<file path="config.mk">
export PLATFORM = sky130hd
export DESIGN_NAME = payload_fifo
export DESIGN_NICKNAME = d
export VERILOG_FILES = /design/src/rtl/nic_pkg.sv /design/src/rtl/payload_fifo_mem.sv /design/src/rtl/payload_fifo.sv
export SDC_FILE = /design/constraint.sdc
export NUM_CORES = 1
export LEC_CHECK = 0
export ABC_CLOCK_PERIOD_IN_PS = 3550
export BUFFER_PORTS_ARGS = -buffer_cell sky130_fd_sc_hd__buf_4
export CORE_MARGIN = 1
export CORE_UTILIZATION = 50
export DETAILED_ROUTE_END_ITERATION = 16
export PLACE_DENSITY = 0.76
export SLEW_MARGIN = 25
export SYNTH_ARGS = -nofsm -noshare
export SYNTH_HDL_FRONTEND = slang
export SYNTH_SLANG_ARGS = --single-unit
</file>
<file path="constraint.sdc">
create_clock -name clock -period 3.55 [get_ports clock]
set_input_delay 0.8875 -clock clock [delete_from_list [all_inputs] [get_ports clock]]
set_output_delay 0.8875 -clock clock [all_outputs]
set_load 0.02 [all_outputs]
</file>
<file path="src/rtl/nic_pkg.sv">
// Shared NIC definitions: payload FIFO geometry, entry layout and counter width.
package nic_pkg;

  localparam int FIFO_DEPTH = 16;
  localparam int FIFO_AW    = 4;
  localparam int BYTE_W     = 8;
  localparam int ENTRY_W    = 9;
  localparam int PKT_CNT_W  = 16;

  typedef struct packed {
    logic              last;
    logic [BYTE_W-1:0] data;
  } fifo_entry_t;

  function automatic fifo_entry_t make_entry(input logic last, input logic [BYTE_W-1:0] data);
    fifo_entry_t e;
    e.last = last;
    e.data = data;
    return e;
  endfunction

endpackage

</file>
<file path="src/rtl/payload_fifo_mem.sv">
// Payload FIFO storage: one synchronous write port, one asynchronous read port.
// The array is never reset; stale contents are masked by the level counter.
module payload_fifo_mem
  import nic_pkg::*;
#(
  parameter int DEPTH = FIFO_DEPTH,
  parameter int AW    = FIFO_AW
) (
  input  logic               clock,
  input  logic               wr_en,
  input  logic [AW-1:0]      wr_addr,
  input  logic [ENTRY_W-1:0] wr_entry,
  input  logic [AW-1:0]      rd_addr,
  output logic [ENTRY_W-1:0] rd_entry
);

  logic [ENTRY_W-1:0] mem_q [DEPTH];

  // Storage write on the rising edge.
  always_ff @(posedge clock) begin
    if (wr_en) begin
      mem_q[wr_addr] <= wr_entry;
    end
  end

  assign rd_entry = mem_q[rd_addr];

endmodule

</file>
<file path="src/rtl/payload_fifo.sv">
// Payload byte FIFO: a one-byte hold stage marks the final byte of each packet
// (in_valid falling edge) before committing {last, data} into show-ahead storage.
module payload_fifo
  import nic_pkg::*;
#(
  parameter int DEPTH = FIFO_DEPTH,
  parameter int AW    = FIFO_AW
) (
  input  logic                 clock,
  input  logic                 reset,
  input  logic [BYTE_W-1:0]    in_data,
  input  logic                 in_valid,
  output logic [BYTE_W-1:0]    out_data,
  output logic                 out_last,
  output logic                 out_valid,
  input  logic                 out_ready,
  output logic [AW:0]          level,
  output logic [PKT_CNT_W-1:0] pkt_count,
  output logic                 overflow
);

  localparam logic [AW:0] FULL_LEVEL = (AW+1)'(DEPTH);

  logic                 hold_valid_q, hold_valid_d;
  logic [BYTE_W-1:0]    hold_data_q,  hold_data_d;
  logic [AW-1:0]        wr_ptr_q,     wr_ptr_d;
  logic [AW-1:0]        rd_ptr_q,     rd_ptr_d;
  logic [AW:0]          level_q,      level_d;
  logic [PKT_CNT_W-1:0] pkt_count_q,  pkt_count_d;
  logic                 overflow_q,   overflow_d;

  logic               commit_s;
  logic               pop_s;
  logic               full_s;
  logic               wr_en_s;
  logic               drop_s;
  fifo_entry_t        wr_entry_s;
  logic [ENTRY_W-1:0] rd_entry_s;
  fifo_entry_t        head_s;

  assign commit_s   = hold_valid_q;
  assign full_s     = (level_q == FULL_LEVEL);
  assign out_valid  = (level_q != {(AW+1){1'b0}});
  assign pop_s      = out_valid & out_ready;
  // A pop in the same cycle frees the slot, so a full FIFO can still accept.
  assign wr_en_s    = commit_s & (~full_s | pop_s);
  assign drop_s     = commit_s & full_s & ~pop_s;
  assign wr_entry_s = make_entry(~in_valid, hold_data_q);

  payload_fifo_mem #(
    .DEPTH (DEPTH),
    .AW    (AW)
  ) u_mem (
    .clock    (clock),
    .wr_en    (wr_en_s),
    .wr_addr  (wr_ptr_q),
    .wr_entry (wr_entry_s),
    .rd_addr  (rd_ptr_q),
    .rd_entry (rd_entry_s)
  );

  assign head_s    = rd_entry_s;
  assign out_data  = head_s.data;
  assign out_last  = out_valid & head_s.last;
  assign level     = level_q;
  assign pkt_count = pkt_count_q;
  assign overflow  = overflow_q;

  // Next-state for hold stage, pointers, level and status counters.
  always_comb begin
    hold_valid_d = in_valid;
    hold_data_d  = hold_data_q;
    wr_ptr_d     = wr_ptr_q;
    rd_ptr_d     = rd_ptr_q;
    level_d      = level_q;
    pkt_count_d  = pkt_count_q;
    overflow_d   = overflow_q | drop_s;

    if (in_valid) begin
      hold_data_d = in_data;
    end else begin
      hold_data_d = hold_data_q;
    end

    if (wr_en_s) begin
      wr_ptr_d = wr_ptr_q + AW'(1);
    end else begin
      wr_ptr_d = wr_ptr_q;
    end

    if (pop_s) begin
      rd_ptr_d = rd_ptr_q + AW'(1);
    end else begin
      rd_ptr_d = rd_ptr_q;
    end

    case ({wr_en_s, pop_s})
      2'b10:   level_d = level_q + (AW+1)'(1);
      2'b01:   level_d = level_q - (AW+1)'(1);
      default: level_d = level_q;
    endcase

    if (pop_s && out_last) begin
      pkt_count_d = pkt_count_q + PKT_CNT_W'(1);
    end else begin
      pkt_count_d = pkt_count_q;
    end
  end

  // State registers with asynchronous clear.
  always_ff @(posedge clock or posedge reset) begin
    if (reset) begin
      hold_valid_q <= 1'b0;
      hold_data_q  <= {BYTE_W{1'b0}};
      wr_ptr_q     <= {AW{1'b0}};
      rd_ptr_q     <= {AW{1'b0}};
      level_q      <= {(AW+1){1'b0}};
      pkt_count_q  <= {PKT_CNT_W{1'b0}};
      overflow_q   <= 1'b0;
    end else begin
      hold_valid_q <= hold_valid_d;
      hold_data_q  <= hold_data_d;
      wr_ptr_q     <= wr_ptr_d;
      rd_ptr_q     <= rd_ptr_d;
      level_q      <= level_d;
      pkt_count_q  <= pkt_count_d;
      overflow_q   <= overflow_d;
    end
  end

endmodule

</file>
# [Word level (Yosys, flattened, before mapping)]
# Memory sizes are Yosys's and may differ from the RTL's.
# Index checks and enable logic that the tools add are counted.
[word_totals] ramBits=144 register_bits=39 wordCells=32 n_memories=1 input_bits=12
[op_classes] n_bitwise=10 reduce_logical=3 addsub=5 muxes=3 eq_ne=3
[mem_list] name="u_mem.mem_q" depth=16 word_bits=9 read_ports=1 rd_ports_with_merged_regs=0 write_ports=1 line="payload_fifo_mem.sv:17" rtl="logic [ENTRY_W-1:0] mem_q [DEPTH];"
[ops] op="adder 16 x 1 -> 16 bit, second input constant" n=1
[ops] op="case mux 5 bit (2 select lines)" n=1
[ops] op="adder 4 x 1 -> 4 bit, second input constant" n=2
[ops] op="adder 5 x 1 -> 5 bit, second input constant" n=1
[ops] op="bitwise AND 1 bit" n=5
[ops] op="== test 5 bit, second input constant" n=1
[ops] op="nonzero test 5 bit" n=1
[ops] op="subtractor 5 x 1 -> 5 bit, second input constant" n=1
[ops] op="inverter 1 bit" n=3
[ops] op="== test 2 x 1 -> 1 bit, second input constant" n=1
[ops] op="== test 2 bit, second input constant" n=1
[ops] op="2-to-1 mux 1 bit" n=2
[ops] op="OR 1 bit" n=2
[ops] op="nonzero test 2 bit" n=1
[ops] op="logical AND 1 bit" n=1

# [Logic depth before layout (Yosys ltp)]
[logic_depth] depth_word=6 ltp_mapped=9

# [By module]
# Synthesis repeated with hierarchy kept, for this count alone.
[hier_totals] hier_cells=394 area_unflattened_um2=7444.6
[by_module_without_submodules] module="payload_fifo_mem" n_inst=1 cells_per_inst=245 area_per_inst_um2=5600.4
[by_module_without_submodules] module="payload_fifo" n_inst=1 cells_per_inst=149 area_per_inst_um2=1844.3

# [Worst setup path after synthesis]
# No wires, ideal clock.
[synth_timing] path_type="register to output" from="register rd_ptr_q[0]" to="output out_data[0]" arrival_time_ps=1951 setup_slack_ps=712 n_path_buf=2 required_ps=2663 path_stages_with_launch=5 path_cell_list="dfrtp_1 buf_2 buf_2 mux4_2 mux4_2"
[synth_between] elab_chain_len=1
[synth_lines] item="start, declared" line="payload_fifo.sv:27" rtl="logic [AW-1:0] rd_ptr_q, rd_ptr_d;"
[synth_lines] item="start signal, assigned" line="payload_fifo.sv:116" rtl="rd_ptr_q <= {AW{1'b0}};"
[synth_lines] item="start signal, assigned" line="payload_fifo.sv:124" rtl="rd_ptr_q <= rd_ptr_d;"
[synth_lines] item="memory read (16 x 9 bit)"
[synth_lines] item="end, declared" line="payload_fifo.sv:13" rtl="output logic [BYTE_W-1:0] out_data,"
# Every way passes these cells.

# [Final worst setup path]
[layout_timing] from="register rd_ptr_q[0]" to="output out_data[4]"
# Same word-level chain as after synthesis.

==> flow_metrics.tcl <==
set metrics [dict create \
    status "finished, violations left" \
    violations "design-rule violations" \
    p_leak_nw 3.11 \
    p_seq_frac 0.434 \
    power_mw 6.88 \
    tns_ps 0 \
    grt_pass1_vias 3948 \
    criticalPathCategory "reg2out" \
    yosysWarnings 0 \
    num-fill-cells 1070 \
    cts_sinks 183 \
    swShare 0.319 \
    antenna_found_initial 0 \
    port_buffers 43 \
    synthCells 399 \
    final_util 0.592 \
    placedCellCount 625 \
    tightest_slew_ps 833 \
    power_frac_clock 0.245 \
    die_w_um 125 \
    maxSlewHeadroom 0.445 \
    cts-buffers-inserted 17 \
    timing.final.ws_setup_ps 123 \
    p_int_mw 4.69 \
    ys_ff_latch 183 \
    max_freq_mhz 292 \
    drt_iter0_drc 434 \
    initial_core_util 0.515 \
    ys_types 48 \
    cts_buffer_depth 2 \
    drt_pre_antenna_iters 13 \
    synth_flop_cell "edfxtp_1" \
    dieArea_sq_um 15600 \
    synth_seq_area_share 0.703 \
    cp_max_fo 18 \
    syn_nets 419 \
    wl_per_cell_um 22.2 \
    clock_latency_ps 430 \
    seq_area_sq_um 5300 \
    antenna_cells 0 \
    synth_common_cells "edfxtp_1 (144), mux4_2 (40), dfrtp_1 (39)" \
    stdcell_count 656 \
    final.period_utilization 0.965 \
    tritoncts "built" \
    hp-class "reg2reg" \
    synth_area_leader_cell "edfxtp_1" \
    num_vias 3850 \
    wirelength_um 14600 \
    synth_most_common_cell "edfxtp_1" \
    rsz0062_at_grt "no" \
    comb_power_share 0.321 \
    grt_pass1_wl_um 22900 \
    synth_area_sq_um 7530 \
    crit_arrival_ps 2540 \
    end_kind "primary output" \
    hold_buffers 0 \
    drive_gt1_frac 0.316 \
    ys_top_cells_by_area "edfxtp_1 (57%), dfrtp_1 (13%), mux4_2 (12%), xor2_1 (1.9%), mux2_2 (1.5%)" \
    required_ps 2660 \
    avgSynthCellArea_sq_um 18.9 \
    setup_viol 0 \
    track_usage 0.204 \
    maxSlewViolCount 0 \
    layout.nets 480 \
    remaining_drc_errors 2 \
    synth_edf_count 144 \
    r2r_setup_slack_ps 990 \
    htree_levels 4 \
    min_period_ps 3430 \
    pin_count 44 \
    dp_slack_ps 562 \
    grt-ovfl-total 0 \
    netlist.area_leader.share 0.574 \
    maxCapViolCount 0 \
    drtAntennaViolNets 0 \
    vias_per_cell 5.87 \
    core.rowCount 44 \
    hold_viol_final 0 \
    cp-start-kind "register" \
    synthArstFlopShare 0.213 \
    multiInputGateArea_sq_um 2070 \
    post-cts-setup-buffer-count 0 \
    coreArea_sq_um 14600 \
    finClkSkew_ps 9.40 \
    place_congestion 0.763 \
    vdd_ir_drop_max_v 0.000438 \
    grt_start_max_net_pins 42 \
    clkTransAtPathRegs_ps 60 \
    cts_resized 0 \
    power_density_nw_per_um2 795 \
    cts_root_buffer "clkbuf_16" \
    detailed_place_hpwl_um 9180 \
    p_sw_mw 2.19 \
    fp.dieH_um 125 \
    syn_to_final_growth_pct 15.0 \
]
worst max-delay path: stages (launching register included):
cell and delay, ps:
dfrtp_2 640, buf_12 230, mux4_2 530, mux4_2 510, buf_4 180
cells by family (layout without fill, tap and decap cells):
family / Yosys count / after routing / synth area share
flip-flops: 183 / 183 / 0.703
XOR/XNOR: 25 / 25 / 0.0291
adder cells (fa/ha/maj): 8 / 8 / 0.0133
AO/OA/AOI/OAI: 30 / 30 / 0.0382
AND/OR/NAND/NOR: 61 / 61 / 0.0457
multiplexers: 60 / 60 / 0.148
buffers and inverters: 32 / 105 / 0.0223
cells in the final DEF (no fill, tap or decap), types with 3 or more instances in the layout:
cell        count
and3_1          4
mux2i_1         8
a2111oi_0       6
a211oi_1        4
dfrtp_1        38
nor2b_1         3
nor2_1         10
inv_1          14
clkinv_1        3
buf_4          57
clkinvlp_4      3
clkbuf_1        4
and2_1          4
nand2_1        11
xnor2_1         9
xor2_1         16
nand3_1        10
nor3_1          5
edfxtp_1      144
mux4_2         40
a21oi_1         5
mux2_2         10
clkbuf_16      17
nand4_1         3
ha_1            8
buf_12          3
state kept, by name (all words and copies together) (netlist names):
signal / flops
u_mem.mem_q: 144
pkt_count: 16
hold_data_q: 8
level: 5
rd_ptr_q: 4
wr_ptr_q: 4
commit_s: 1
overflow: 1
per-layer routing:
layer | part of all wire | routed length, um | up-vias | GRT usage
li1 | - | - | 1710 | -
met1 | 0.44 | 6330 | 1975 | 0.279
met2 | 0.49 | 7150 | 136 | 0.315
met3 | 0.049 | 711 | 29 | 0.0477
met4 | 0.024 | 354 | 0 | 0.0893
met5 | 0 | 0 | - | 0
layout make-up:
cell class,instances,share of cell area
repair buffers,60,0.0563
flip-flops and latches,183,0.612
multi-input cells,184,0.239
inverters,14,0.00607
clock inverters,10,0.00953
well taps,184,0.0266
clock buffers,21,0.0508
path summary, 6_finish.rpt:
check	startpoint	endpoint	depth (start not counted)
max	rd_ptr_q[0]$_DFFE_PP0N_	out_data[4]	4
min	overflow$_DFF_PP0_	overflow$_DFF_PP0_	1
max reg2reg	level[1]$_DFFE_PP0P_	level[3]$_DFFE_PP0P_	7
min reg2reg	overflow$_DFF_PP0_	overflow$_DFF_PP0_	1
max in group asynchronous	reset	rd_ptr_q[0]$_DFFE_PP0N_	3
min in group asynchronous	reset	rd_ptr_q[3]$_DFFE_PP0N_	3
through the flow:
step,hold slack [ps],area (sq um)
4_1_cts,473,8660
6_report,473,8660
2_1_floorplan,553,7530
3_5_place_dp,448,8140
5_1_grt,499,8660
3_3_place_gp,458,8140
power by group through the flow:
| stage | combinational [mW] | sequential, mW | clock (mW) |
|---|---|---|---|
| after CTS | 2.23 | 2.99 | 1.71 |
| after global placement | 2.16 | 3.00 | 0 |
| after detailed placement | 2.21 | 3.03 | 0 |
| final | 2.21 | 2.98 | 1.69 |
| after floorplan | 1.57 | 2.93 | 0 |
| after global routing | 2.38 | 3.03 | 1.80 |
Power figures use the tool's default switching activity.
